===== src/rtl/alu_pkg.sv =====
`default_nettype none
// +--------------------------------------------------------------------------+
// | Module   : alu_pkg                                                       |
// | Purpose  : Shared definitions for the ALU command driver: data width,    |
// |            ALU select codes and the driver FSM state type.               |
// | Revision : 1.0  initial release                                          |
// +--------------------------------------------------------------------------+
package alu_pkg;

   localparam int DATA_W = 32;

   localparam logic [2:0] SEL_ADD  = 3'b000;
   localparam logic [2:0] SEL_AND  = 3'b001;
   localparam logic [2:0] SEL_OR   = 3'b010;
   localparam logic [2:0] SEL_MUL  = 3'b011;
   localparam logic [2:0] SEL_SUB  = 3'b100;
   localparam logic [2:0] SEL_SLT  = 3'b101;
   // Idle select driven to the ALU out of reset; the ALU yields R=0, Z=1.
   localparam logic [2:0] SEL_ZERO = 3'b111;

   typedef enum logic [1:0] {
      ST_IDLE = 2'd0,
      ST_EXEC = 2'd1,
      ST_RESP = 2'd2
   } state_t;

endpackage : alu_pkg
`default_nettype wire


===== src/rtl/alu_golden.sv =====
`default_nettype none
// +--------------------------------------------------------------------------+
// | Module   : alu_golden                                                    |
// | Purpose  : Combinational reference model of the 32-bit ALU function.     |
// | Ports    : a, b   operands                                               |
// |            sel    op select (add/and/or/mul/sub/slt, 110/111 -> zero)    |
// |            r      result (mul keeps low word, sub wraps, slt unsigned)   |
// |            z      zero flag (r == 0)                                     |
// | Revision : 1.0  initial release                                          |
// +--------------------------------------------------------------------------+
module alu_golden
   import alu_pkg::*;
(
   input  logic [DATA_W-1:0] a,
   input  logic [DATA_W-1:0] b,
   input  logic [2:0]        sel,
   output logic [DATA_W-1:0] r,
   output logic              z
);

   always_comb begin
      r = '0;
      case (sel)
         SEL_ADD: r = a + b;
         SEL_AND: r = a & b;
         SEL_OR:  r = a | b;
         SEL_MUL: r = a * b;
         SEL_SUB: r = a - b;
         SEL_SLT: r = {{(DATA_W-1){1'b0}}, (a < b)};
         default: r = '0;
      endcase
   end

   assign z = (r == '0);

endmodule : alu_golden
`default_nettype wire


===== src/rtl/alu_cmd_driver.sv =====
`default_nettype none
// +--------------------------------------------------------------------------+
// | Module   : alu_cmd_driver                                                |
// | Purpose  : Initiator for the registered 32-bit ALU. Accepts one tagged   |
// |            command, drives the ALU, waits out its result/flag latency,   |
// |            captures R/Z and returns them on a valid/ready response.      |
// | Ports    : CLK, RST_N            clock, async active-low reset           |
// |            cmd_valid/cmd_ready   command handshake                       |
// |            cmd_a/b/sel/tag       command payload                         |
// |            alu_a/b/sel           operands/select to the ALU              |
// |            alu_r, alu_zflag      ALU result and zero flag                |
// |            rsp_valid/rsp_ready   response handshake                      |
// |            rsp_r/z/tag/err       response payload                        |
// |            busy, ops_done        status, completed-response counter      |
// | Option   : ALU_CMD_DRIVER_CHECK_EN builds a local ALU model and flags a  |
// |            mismatch on rsp_err; otherwise rsp_err is tied low.           |
// | Revision : 1.0  initial release                                          |
// +--------------------------------------------------------------------------+
module alu_cmd_driver
   import alu_pkg::*;
#(
   parameter int ALU_LAT = 2,
   parameter int TAG_W   = 4,
   parameter int CNT_W   = 16
) (
   input  logic              CLK,
   input  logic              RST_N,
   input  logic              cmd_valid,
   output logic              cmd_ready,
   input  logic [DATA_W-1:0] cmd_a,
   input  logic [DATA_W-1:0] cmd_b,
   input  logic [2:0]        cmd_sel,
   input  logic [TAG_W-1:0]  cmd_tag,
   output logic [DATA_W-1:0] alu_a,
   output logic [DATA_W-1:0] alu_b,
   output logic [2:0]        alu_sel,
   input  logic [DATA_W-1:0] alu_r,
   input  logic              alu_zflag,
   output logic              rsp_valid,
   input  logic              rsp_ready,
   output logic [DATA_W-1:0] rsp_r,
   output logic              rsp_z,
   output logic [TAG_W-1:0]  rsp_tag,
   output logic              rsp_err,
   output logic              busy,
   output logic [CNT_W-1:0]  ops_done
);

   localparam int c_WAIT_W = (ALU_LAT < 1) ? 1 : $clog2(ALU_LAT + 1);
   localparam logic [c_WAIT_W-1:0] c_WAIT_LOAD = c_WAIT_W'(ALU_LAT);

   state_t              r_state;
   state_t              w_state_nxt;
   logic                w_accept;
   logic                w_capture;
   logic                w_handoff;

   logic [DATA_W-1:0]   r_alu_a;
   logic [DATA_W-1:0]   r_alu_b;
   logic [2:0]          r_alu_sel;
   logic [TAG_W-1:0]    r_tag;
   logic [c_WAIT_W-1:0] r_wait;
   logic                r_rsp_valid;
   logic [DATA_W-1:0]   r_rsp_r;
   logic                r_rsp_z;
   logic [TAG_W-1:0]    r_rsp_tag;
   logic [CNT_W-1:0]    r_ops_done;

   // ---------------------------------------------------------------- FSM
   always_ff @(posedge CLK or negedge RST_N) begin
      if (!RST_N) begin
         r_state <= ST_IDLE;
      end else begin
         r_state <= w_state_nxt;
      end
   end

   always_comb begin
      w_state_nxt = r_state;
      w_accept    = 1'b0;
      w_capture   = 1'b0;
      w_handoff   = 1'b0;
      case (r_state)
         ST_IDLE: begin
            if (cmd_valid) begin
               w_accept    = 1'b1;
               w_state_nxt = ST_EXEC;
            end
         end
         ST_EXEC: begin
            // Counter was loaded with ALU_LAT at accept, so it reaches zero
            // on the edge after the ALU's flag register has settled.
            if (r_wait == '0) begin
               w_capture   = 1'b1;
               w_state_nxt = ST_RESP;
            end
         end
         ST_RESP: begin
            if (rsp_ready) begin
               w_handoff   = 1'b1;
               w_state_nxt = ST_IDLE;
            end
         end
         default: w_state_nxt = ST_IDLE;
      endcase
   end

   // ----------------------------------------------------------- datapath
   always_ff @(posedge CLK or negedge RST_N) begin
      if (!RST_N) begin
         r_alu_a     <= '0;
         r_alu_b     <= '0;
         r_alu_sel   <= SEL_ZERO;
         r_tag       <= '0;
         r_wait      <= '0;
         r_rsp_valid <= 1'b0;
         r_rsp_r     <= '0;
         r_rsp_z     <= 1'b0;
         r_rsp_tag   <= '0;
         r_ops_done  <= '0;
      end else begin
         // Operands are only rewritten on accept, so they stay on the ALU
         // bus between operations.
         if (w_accept) begin
            r_alu_a   <= cmd_a;
            r_alu_b   <= cmd_b;
            r_alu_sel <= cmd_sel;
            r_tag     <= cmd_tag;
            r_wait    <= c_WAIT_LOAD;
         end else if ((r_state == ST_EXEC) && (r_wait != '0)) begin
            r_wait <= r_wait - c_WAIT_W'(1);
         end

         if (w_capture) begin
            r_rsp_valid <= 1'b1;
            r_rsp_r     <= alu_r;
            r_rsp_z     <= alu_zflag;
            r_rsp_tag   <= r_tag;
         end

         if (w_handoff) begin
            r_rsp_valid <= 1'b0;
            r_ops_done  <= r_ops_done + CNT_W'(1);
         end
      end
   end

   // ------------------------------------------------------ result check
`ifdef ALU_CMD_DRIVER_CHECK_EN
   logic [DATA_W-1:0] w_gold_r;
   logic              w_gold_z;
   logic              r_rsp_err;

   alu_golden u_alu_golden (
      .a   (r_alu_a),
      .b   (r_alu_b),
      .sel (r_alu_sel),
      .r   (w_gold_r),
      .z   (w_gold_z)
   );

   always_ff @(posedge CLK or negedge RST_N) begin
      if (!RST_N) begin
         r_rsp_err <= 1'b0;
      end else if (w_capture) begin
         r_rsp_err <= (w_gold_r != alu_r) || (w_gold_z != alu_zflag);
      end
   end

   assign rsp_err = r_rsp_err;
`else
   assign rsp_err = 1'b0;
`endif

   // ------------------------------------------------------------ outputs
   assign cmd_ready = (r_state == ST_IDLE);
   assign busy      = (r_state != ST_IDLE);
   assign alu_a     = r_alu_a;
   assign alu_b     = r_alu_b;
   assign alu_sel   = r_alu_sel;
   assign rsp_valid = r_rsp_valid;
   assign rsp_r     = r_rsp_r;
   assign rsp_z     = r_rsp_z;
   assign rsp_tag   = r_rsp_tag;
   assign ops_done  = r_ops_done;

endmodule : alu_cmd_driver
`default_nettype wire

===== config.mk =====
export PLATFORM = sky130hd
export DESIGN_NAME = alu_cmd_driver
export DESIGN_NICKNAME = d
export VERILOG_FILES = /design/src/rtl/alu_pkg.sv /design/src/rtl/alu_golden.sv /design/src/rtl/alu_cmd_driver.sv
export SDC_FILE = /design/constraint.sdc
export NUM_CORES = 1
export LEC_CHECK = 0
export CAP_MARGIN = 30
export CORE_UTILIZATION = 47
export CTS_BUF_LIST = sky130_fd_sc_hd__clkbuf_2 sky130_fd_sc_hd__clkbuf_4 sky130_fd_sc_hd__clkbuf_8
export CTS_CLUSTER_SIZE = 40
export DETAILED_ROUTE_END_ITERATION = 8
export PLACE_DENSITY_LB_ADDON = 0.08
export SETUP_SLACK_MARGIN = 0.1
export SLEW_MARGIN = 25
export SYNTH_ARGS = -nofsm -noshare
export SYNTH_HDL_FRONTEND = slang
export SYNTH_SLANG_ARGS = --single-unit

===== constraint.sdc =====
create_clock -name CLK -period 3.2 [get_ports CLK]
set_clock_uncertainty 0.15 [all_clocks]
set_input_delay 0.48 -clock CLK [delete_from_list [all_inputs] [get_ports CLK]]
set_output_delay 0.48 -clock CLK [all_outputs]
set_load 0.005 [all_outputs]

# Word level (Yosys, flattened, before mapping)

Cells that the tools add are included.

Output and inout bits: 124
Latch bits: 0
Register bits: 129
ROM bits: 0
Memories kept: 0
Input bits: 108
Memory bits (writable): 0

Muxes and demuxes: 14
$lt $le $gt $ge: 0
Multipliers: 0
Shift-type cells: 0
Add/sub/neg operators: 2
Equality and inequality tests: 5
Reduce and logical (&&, ||, !) cells: 8
Div/mod/pow operators: 0
Bitwise logic cells: 0

Operator list:

| operator                                             | number |
|---|---|
| adder 16 x 1 -> 16 bit (second input constant)       | 1 |
| two-way mux 2 bit                                    | 5 |
| two-way mux 1 bit                                    | 8 |
| nonzero test 2 bit                                   | 4 |
| inequality test 2 bit (second input constant)        | 3 |
| case mux 2 bit (3 select lines)                      | 1 |
| logical NOT 2 bit                                    | 2 |
| AND reduction 3 bit                                  | 1 |
| equality test 2 x 1 -> 1 bit (second input constant) | 1 |
| equality test 2 bit (second input constant)          | 1 |
| subtractor 2 x 1 -> 2 bit (second input constant)    | 1 |
| logical AND 1 bit                                    | 1 |

# Depth between registers and ports, before layout

Gate-level depths: netlist (run 1).

Word-level depth: 5
Mapped depth: 8
Depth with buffers taken out: 6

# Worst setup path before layout (run 1)

No wires, ideal clock.

Path type: reg2reg
Start point: register r_wait[0]
End point: register r_rsp_r[12], in the netlist rsp_r[12]
Path buffers: 2
Arrival time: 1.578 ns
Stages on the path, launching flop included: 9
Setup slack: 1.347 ns
Cell sequence: dfrtp_1 > inv_1 > ha_1 > inv_1 > nor2_1 > nand2_1 > buf_2 > buf_2 > mux2_2

Word-level cells in the longest chain between the ends: 3

RTL lines:

| what                   | line                  | RTL |
|---|---|---|
| start, declared        | alu_cmd_driver.sv:62  | `logic [c_WAIT_W-1:0] r_wait;` |
| start signal, assigned | alu_cmd_driver.sv:129 | `r_wait <= c_WAIT_LOAD;` |
| start signal, assigned | alu_cmd_driver.sv:131 | `r_wait <= r_wait - c_WAIT_W'(1);` |
| logical NOT 2 bit      | alu_cmd_driver.sv:93  | `if (r_wait == '0) begin` |
| two-way mux 1 bit      | alu_cmd_driver.sv:93  |  |
| two-way mux 1 bit      | alu_cmd_driver.sv:83  | `case (r_state)` |
| end signal, assigned   | alu_cmd_driver.sv:136 | `r_rsp_r <= alu_r;` |
| end, declared          | alu_cmd_driver.sv:64  | `logic [DATA_W-1:0] r_rsp_r;` |

Every way passes these cells.
A chain may end at the register's enable or synchronous reset.

# Worst setup path in the final report (run 1)

Start point: register r_state[1]
End point: output cmd_ready

Word-level cells in the longest chain between the ends: 1

RTL lines:

| what                   | line                  | RTL |
|---|---|---|
| start, declared        | alu_cmd_driver.sv:52  | `state_t r_state;` |
| start signal, assigned | alu_cmd_driver.sv:74  | `r_state <= w_state_nxt;` |
| logical NOT 2 bit      | alu_cmd_driver.sv:176 | `assign cmd_ready = (r_state == ST_IDLE);` |
| end, declared          | alu_cmd_driver.sv:29  | `output logic cmd_ready,` |

Every way passes these cells.

==> results of run 1 <==
## flip-flops by register name (all words and copies together), names as in the netlist
register   cells
alu_sel        3
rsp_tag        4
alu_b         32
r_tag          4
r_state        2
alu_a         32
rsp_z          1
rsp_r         32
r_wait         2
ops_done      16
rsp_valid      1
## layer usage
| layer | part of all wire [%] | global-route usage [%] |
|---|---|---|
| met5 | 0 | 0 |
| met4 | 1.6 | 9.363 |
| met3 | 8.5 | 8.308 |
| met2 | 49 | 35.58 |
| met1 | 40 | 26.35 |
## per-stage QoR
stage	power (uW)	util [%]	cells	hold slack [ps]	area [um2]
2_1_floorplan	4570	-	321	34.41	5363
3_3_place_gp	6257	70.23	684	315.5	7714
3_5_place_dp	6371	70.23	684	324.1	7714
4_1_cts	7790	74.00	716	333.1	8128
5_1_grt	8134	74.00	716	355.2	8128
6_report	7696	74.00	716	327.3	8128
## placed cells by master (no fill, tap or decap), drive strengths merged, types with 2 or more instances in the layout
cell type	count
nor4	2
xnor2	10
a21oi	3
buf	8
ha	2
clkdlybuf4s50	229
nor2	10
mux2	109
xor2	5
dfrtp	126
clkinv	3
o22ai	2
clkbuf	27
inv	7
nand3	9
nor3	2
and3	5
dfstp	3
nand2	5
## critical path: stages (launching register included)
cell,delay [ps]
dfrtp_1,500
or2_4,290
inv_2,70
clkdlybuf4s50_1,490
## area by class of cell
class	count	area, um2
inverter	7	26.28
fill	761	2855
timing repair buffer	238	2387
multi-input combinational	171	1903
sequential	129	3232
clock inverter	4	45.04
tap	140	175.2
clock buffer	27	359.1
## final timing paths
path,start,endpoint,slack (ps),cells after the start
setup / recovery,r_state[1],cmd_ready,800,3
hold / removal,ops_done[15],ops_done[15],330,1
setup reg to reg,r_state[1],alu_a[23],960,5
hold reg to reg,ops_done[15],ops_done[15],330,1
max in group asynchronous,RST_N,rsp_r[10],1560,3
min in group asynchronous,RST_N,alu_a[16],480,2
## power by group
| group | total, uW | switching [uW] | internal [uW] |
|---|---|---|---|
| sequential | 2860 | 452 | 2410 |
| clock | 1380 | 585 | 791 |
| combinational | 3460 | 1010 | 2450 |
| total | 7700 | 2040 | 5650 |
## kinds of logic (layout without fill, tap and decap cells)
group | count (synthesis) | in the layout | share of synthesized area (%)
adders and majority gates | 2 | 2 | 0.4666
and+or+nand+nor | 37 | 37 | 3.920
buffers and inverters | 21 | 276 | 4.246
AOI/OAI and AO/OA | 6 | 6 | 0.6064
DFF | 129 | 129 | 60.27
other | 1 | 1 | 0.06993
xor gates and xnor gates | 15 | 15 | 2.450
muxes | 110 | 110 | 27.97
==> results by group, run 1 <==
Run status
  • Status: finished, final reports clean

Global route
  • Antenna violations before repair: 0
  • Largest net degree at the start of global routing: 48
  • Congestion Overflow GR: 0
  • Vias in the first global route: 3736
  • First-pass GRT wire length: approximately 19000 um
  • GRT Util Overall: 22.02%

Timing
  • Fin worst setup slack: 798.1 ps
  • Rel. slew slack: 58.73%
  • Fin. max-slew vios: 0
  • Unrepaired setup endpoints after global routing: false
  • Max Freq: 416.3 MHz
  • Worst slew pin tran: 619.1 ps
  • Final hold violation count: 0
  • Total negative slack: 0 ps
  • Final worst-path cycle share: 75.06%
  • Fin crit period: 2402 ps
  • Setup Viol. Count Final: 0

Drt
  • DRT iter0 DRCs: 133
  • WL/cell: ~17 um
  • Antenna Nets Post-Route: 0
  • Drt drc: 0
  • DRT Pass-1 Iters: 4
  • Routed wire length: around 12000 um
  • Routed via count: 3465
  • Vias per inst: 4.839

Floorplan
  • Initial Utilization: between 40% and 50%
  • Core area: 0.01098 mm2
  • Top Ports: 232
  • Die height: about 110 um
  • Die ar.: roughly 0.012 mm2
  • FP Rows: 38
  • Die X: 108.8 um

Synthesis
  • Area leader, netlist: dfrtp_1
  • Mapped Area: 0.005363 mm2
  • Synth top area cells: dfrtp_1 (59%), mux2_4 (20%), mux2_2 (8.2%), buf_12 (3.0%), xnor2_1 (1.6%)
  • Top-count cell post-synth: dfrtp_1
  • Cell count after synthesis: 321
  • Synth Warn #: 0
  • Post-synthesis net count: 431
  • Yosys cell types: 31
  • Number of flops mapped to enable cells by yosys: 0
  • Post-synthesis register bit count: 129
  • Mapped Avg Cell Area: roughly 17 um2
  • Top FF cell, synth: dfrtp_1
  • Post-synth ARST share: 100.0%
  • Synth cell count leaders: dfrtp_1 (126), mux2_4 (70), mux2_2 (39), nor2_1 (10), xnor2_1 (10)
  • Yosys top cell area share: 58.80%
  • Sequential share of the synthesized area: 60.27%

Final layout
  • Share of cells above drive strength 1: 27.26%
  • P&R area growth vs syn: 51.56%
  • N_diodes: 0
  • Nets: 674

Setup path
  • Crit path kind: flop to output port
  • Critical Path RT: 2570 ps
  • Startpoint types: flop
  • Maximum fanout along the worst path: 10
  • Crit path DAT: 1770 ps
  • Setup crit end kind: output port

CTS
  • CTS Buf Count: 17
  • Cts repair resizes: 0
  • Skew-Pair Late Insertion Delay: 430 ps
  • Root buffer cell: clkbuf_8
  • CTS tree: yes
  • Maximum clock path buffer count: 2
  • Reg clk slew, reported paths: 70 ps
  • Setup bufs post-CTS: 0
  • CTS Sinks: 129
  • H-Tree Depth: 4
  • Hold_buf cts: 1

Place
  • # port buffers: 230
  • Pre-CTS setup slack: 777.5 ps
  • GPL Wtd Cong: 0.7551
  • Post-detail-place hpwl: 9114 um

Power and ir drop
  • Worst vdd ir: 575.1 uV
  • Pleak: ~0.0036 uW
  • PwrDens: 946.8 mW/mm2

Min path
  • Worst hold path type: flop to flop

Job
  • Max-Cap Viols: 0
Power figures use the tool's default switching activity.
==> run 2, diff against run 1 <==
--- a/config.mk
+++ b/config.mk
@@ -6,7 +6,7 @@
 export NUM_CORES = 1
 export LEC_CHECK = 0
 export CAP_MARGIN = 30
-export CORE_UTILIZATION = 47
+export CORE_UTILIZATION = 44
 export CTS_BUF_LIST = sky130_fd_sc_hd__clkbuf_2 sky130_fd_sc_hd__clkbuf_4 sky130_fd_sc_hd__clkbuf_8
 export CTS_CLUSTER_SIZE = 40
 export DETAILED_ROUTE_END_ITERATION = 8
==> constraint.sdc (replaced) <==
create_clock -name CLK -period 2.5 [get_ports CLK]
set_clock_uncertainty 0.15 [all_clocks]
set_input_delay 0.375 -clock CLK [delete_from_list [all_inputs] [get_ports CLK]]
set_output_delay 0.375 -clock CLK [all_outputs]
set_load 0.005 [all_outputs]
==> run 2 against run 1 <==
Global-route usage shrank 1.0 points. Worst hold slack lost 18 ps. Routed wire length shrank 0.68%. Design area grew 0.68%. Clock-buffer cell count is the same. Core utilization shrank 3.8 points.
==> results by group, run 2 (synthesis gave the netlist of run 1 again) <==
Run status
  • Status: finished, final reports clean

Power and ir drop
  • Pleak: 0.003610 uW (+0.63%)
  • Worst vdd ir: 778.3 uV (+35%)
  • Tot Pwr: 9878 uW (+28%)
  • PwrDens: 1207 mW/mm2 (+27%)

CTS
  • Reg clk slew, reported paths: 70 ps (about the same)
  • CTS Sinks: 129 (unchanged)
  • Skew-Pair Late Insertion Delay: 440 ps (about the same)
  • Maximum clock path buffer count: 2 (unchanged)
  • CTS tree: yes
  • CTS Buf Count: 17 (unchanged)
  • H-Tree Depth: 4 (unchanged)
  • Root buffer cell: clkbuf_8

Setup path
  • Critical Path RT: 1980 ps (-590 ps)
  • CP max stage delay: 510 ps (about the same)
  • Cell count of the worst reg-to-reg path: 5 (unchanged)
  • Crit path kind: flop to output port
  • Maximum fanout along the worst path: 8 (-2)
  • Crit path DAT: 1740 ps (-30 ps)
  • Crit path max-delay family: buffers and inverters
  • Worst reg-to-reg setup slack: 560 ps (-400 ps)
  • Slowest-stage cell, CP: clkdlybuf4s50_1
  • CP bufs+invs: 2 (unchanged)
  • FF-to-FF Start: r_state[0]
  • FF-to-FF End: alu_a[26]
  • Crit path cell chain: or2_4 -> inv_2 -> clkdlybuf4s50_1
  • Setup crit end kind: output port
  • Startpoint types: flop

Global route
  • Largest net degree at the start of global routing: 39 (-19%)
  • Congestion Overflow GR: 0 (unchanged)
  • Vias in the first global route: 3832 (+2.6%)
  • First-pass GRT wire length: 20110 um (+4.6%)
  • GRT Util Overall: 21.02% (-1.0 points)
  • Antenna violations before repair: 0 (unchanged)

Place
  • # port buffers: 230 (unchanged)
  • Pre-CTS setup slack: 356.4 ps (-421.1 ps)
  • GPL Wtd Cong: 0.7360 (-2.5%)
  • Post-detail-place hpwl: 8949 um (-1.8%)

Floorplan
  • Die ar.: 0.01263 mm2 (+6.7%)
  • Core area: 0.01166 mm2 (+6.2%)
  • FP Rows: 39 (+2.6%)
  • Top Ports: 232 (unchanged)
  • Initial Utilization: 45.98% (-2.8 points)
  • Die X: 112.4 um (+3.3%)
  • Die height: 112.4 um (+3.3%)

Job
  • Max-Cap Viols: 0 (unchanged)

Timing
  • Unrepaired setup endpoints after global routing: false
  • Hold slack: 309.3 ps (-17.95 ps)
  • Fin crit period: 2265 ps
  • Fin worst setup slack: 235.4 ps (-562.7 ps)
  • Worst slew pin tran: 536.5 ps (-82.57 ps)
  • Setup Viol. Count Final: 0 (unchanged)
  • Final worst-path cycle share: 90.58%
  • Final hold violation count: 0 (unchanged)
  • Max Freq: 441.6 MHz
  • Total negative slack: 0 ps (unchanged)
  • Rel. slew slack: 64.23% (+5.5 points)
  • Fin. max-slew vios: 0 (unchanged)

Final layout
  • P&R area growth vs syn: 52.59%
  • Most frequent cells in the layout: clkdlybuf4s50_1 (229), dfrtp_1 (126), mux2_4 (70)
  • Number of fill cells in the layout: 833 (+9.5%)
  • N_diodes: 0 (unchanged)
  • Nets: 676 (+0.30%)
  • Share of cells above drive strength 1: 27.63% (+0.38 points)
  • Commonest non-fill, non-tap cell in the layout: clkdlybuf4s50_1

Drt
  • WL/cell: 17.08 um (-1.5%)
  • Vias per inst: 4.837 (about the same)
  • Routed via count: 3492 (+0.78%)
  • DRT iter0 DRCs: 145 (+9.0%)
  • Antenna Nets Post-Route: 0 (unchanged)
  • Routed wire length: 12330 um (-0.68%)
  • Drt drc: 0 (unchanged)
  • DRT Pass-1 Iters: 4 (unchanged)

Min path
  • Worst hold path type: primary input to async pin
## run 2: changes by cell type in the layout (fill, tap and decap cells not counted), sizes merged
cell	previous run	this run
buf	8	10
clkinv	3	4
## run 2: worst max path at each step
stage                from            to  slack [ps]  cells after the start
2_1_floorplan   r_wait[0]     rsp_r[12]         650                      8
3_3_place_gp    rsp_ready  ops_done[11]         400                      5
3_5_place_dp    rsp_ready  ops_done[11]         360                      5
4_1_cts        r_state[0]     cmd_ready         190                      3
5_1_grt        r_state[0]     cmd_ready         150                      3
6_report       r_state[0]     cmd_ready         240                      3
## run 2: report_power, final
part           leakage, uW  internal (uW)  switching, uW
logic              0.00186           3190           1330
clock network     0.000211            968            765
registers          0.00154           3080            544
total              0.00361           7240           2640
## run 2: timing repair
action	CTS	global route
hold buffers	1	0
setup buffers	0	0
setup endpoints to repair	0	0
resized for setup	0	0
endpoints found under the hold margin	30	0
## run 2: final cells by class
cell class	instances	area, um2	area share, %
inverters	7	26.28	0.3211
multi-input cells	171	1903	23.26
repair buffers	240	2452	29.97
well taps	143	178.9	2.187
clock inverters	5	50.05	0.6116
clock buffers	27	340.3	4.159
flip-flops and latches	129	3232	39.50
## run 2: through the flow
step	area, um2	std cells	util [%]
floorplan	5363	321	-
global placement	7782	689	66.73
detailed placement	7782	689	66.73
CTS	8183	722	70.16
global route	8183	722	70.16
finish	8183	722	70.16
## run 2: per-layer routing
metal	up-vias	GRT usage [%]	share of wire, %
met1	1734	24.20	40
met3	12	9.611	9.7
met2	149	34.00	49
met5	-	0	0
met4	0	8.800	1.4
li1	1597	-	-
==> run 3, diff against run 2 <==
--- a/config.mk
+++ b/config.mk
@@ -12,7 +12,6 @@
 export DETAILED_ROUTE_END_ITERATION = 8
 export PLACE_DENSITY_LB_ADDON = 0.08
 export SETUP_SLACK_MARGIN = 0.1
-export SLEW_MARGIN = 25
 export SYNTH_ARGS = -nofsm -noshare
 export SYNTH_HDL_FRONTEND = slang
 export SYNTH_SLANG_ARGS = --single-unit
==> results of run 3 <==
Final layout, timing and power as in run 2 (identical DEF).
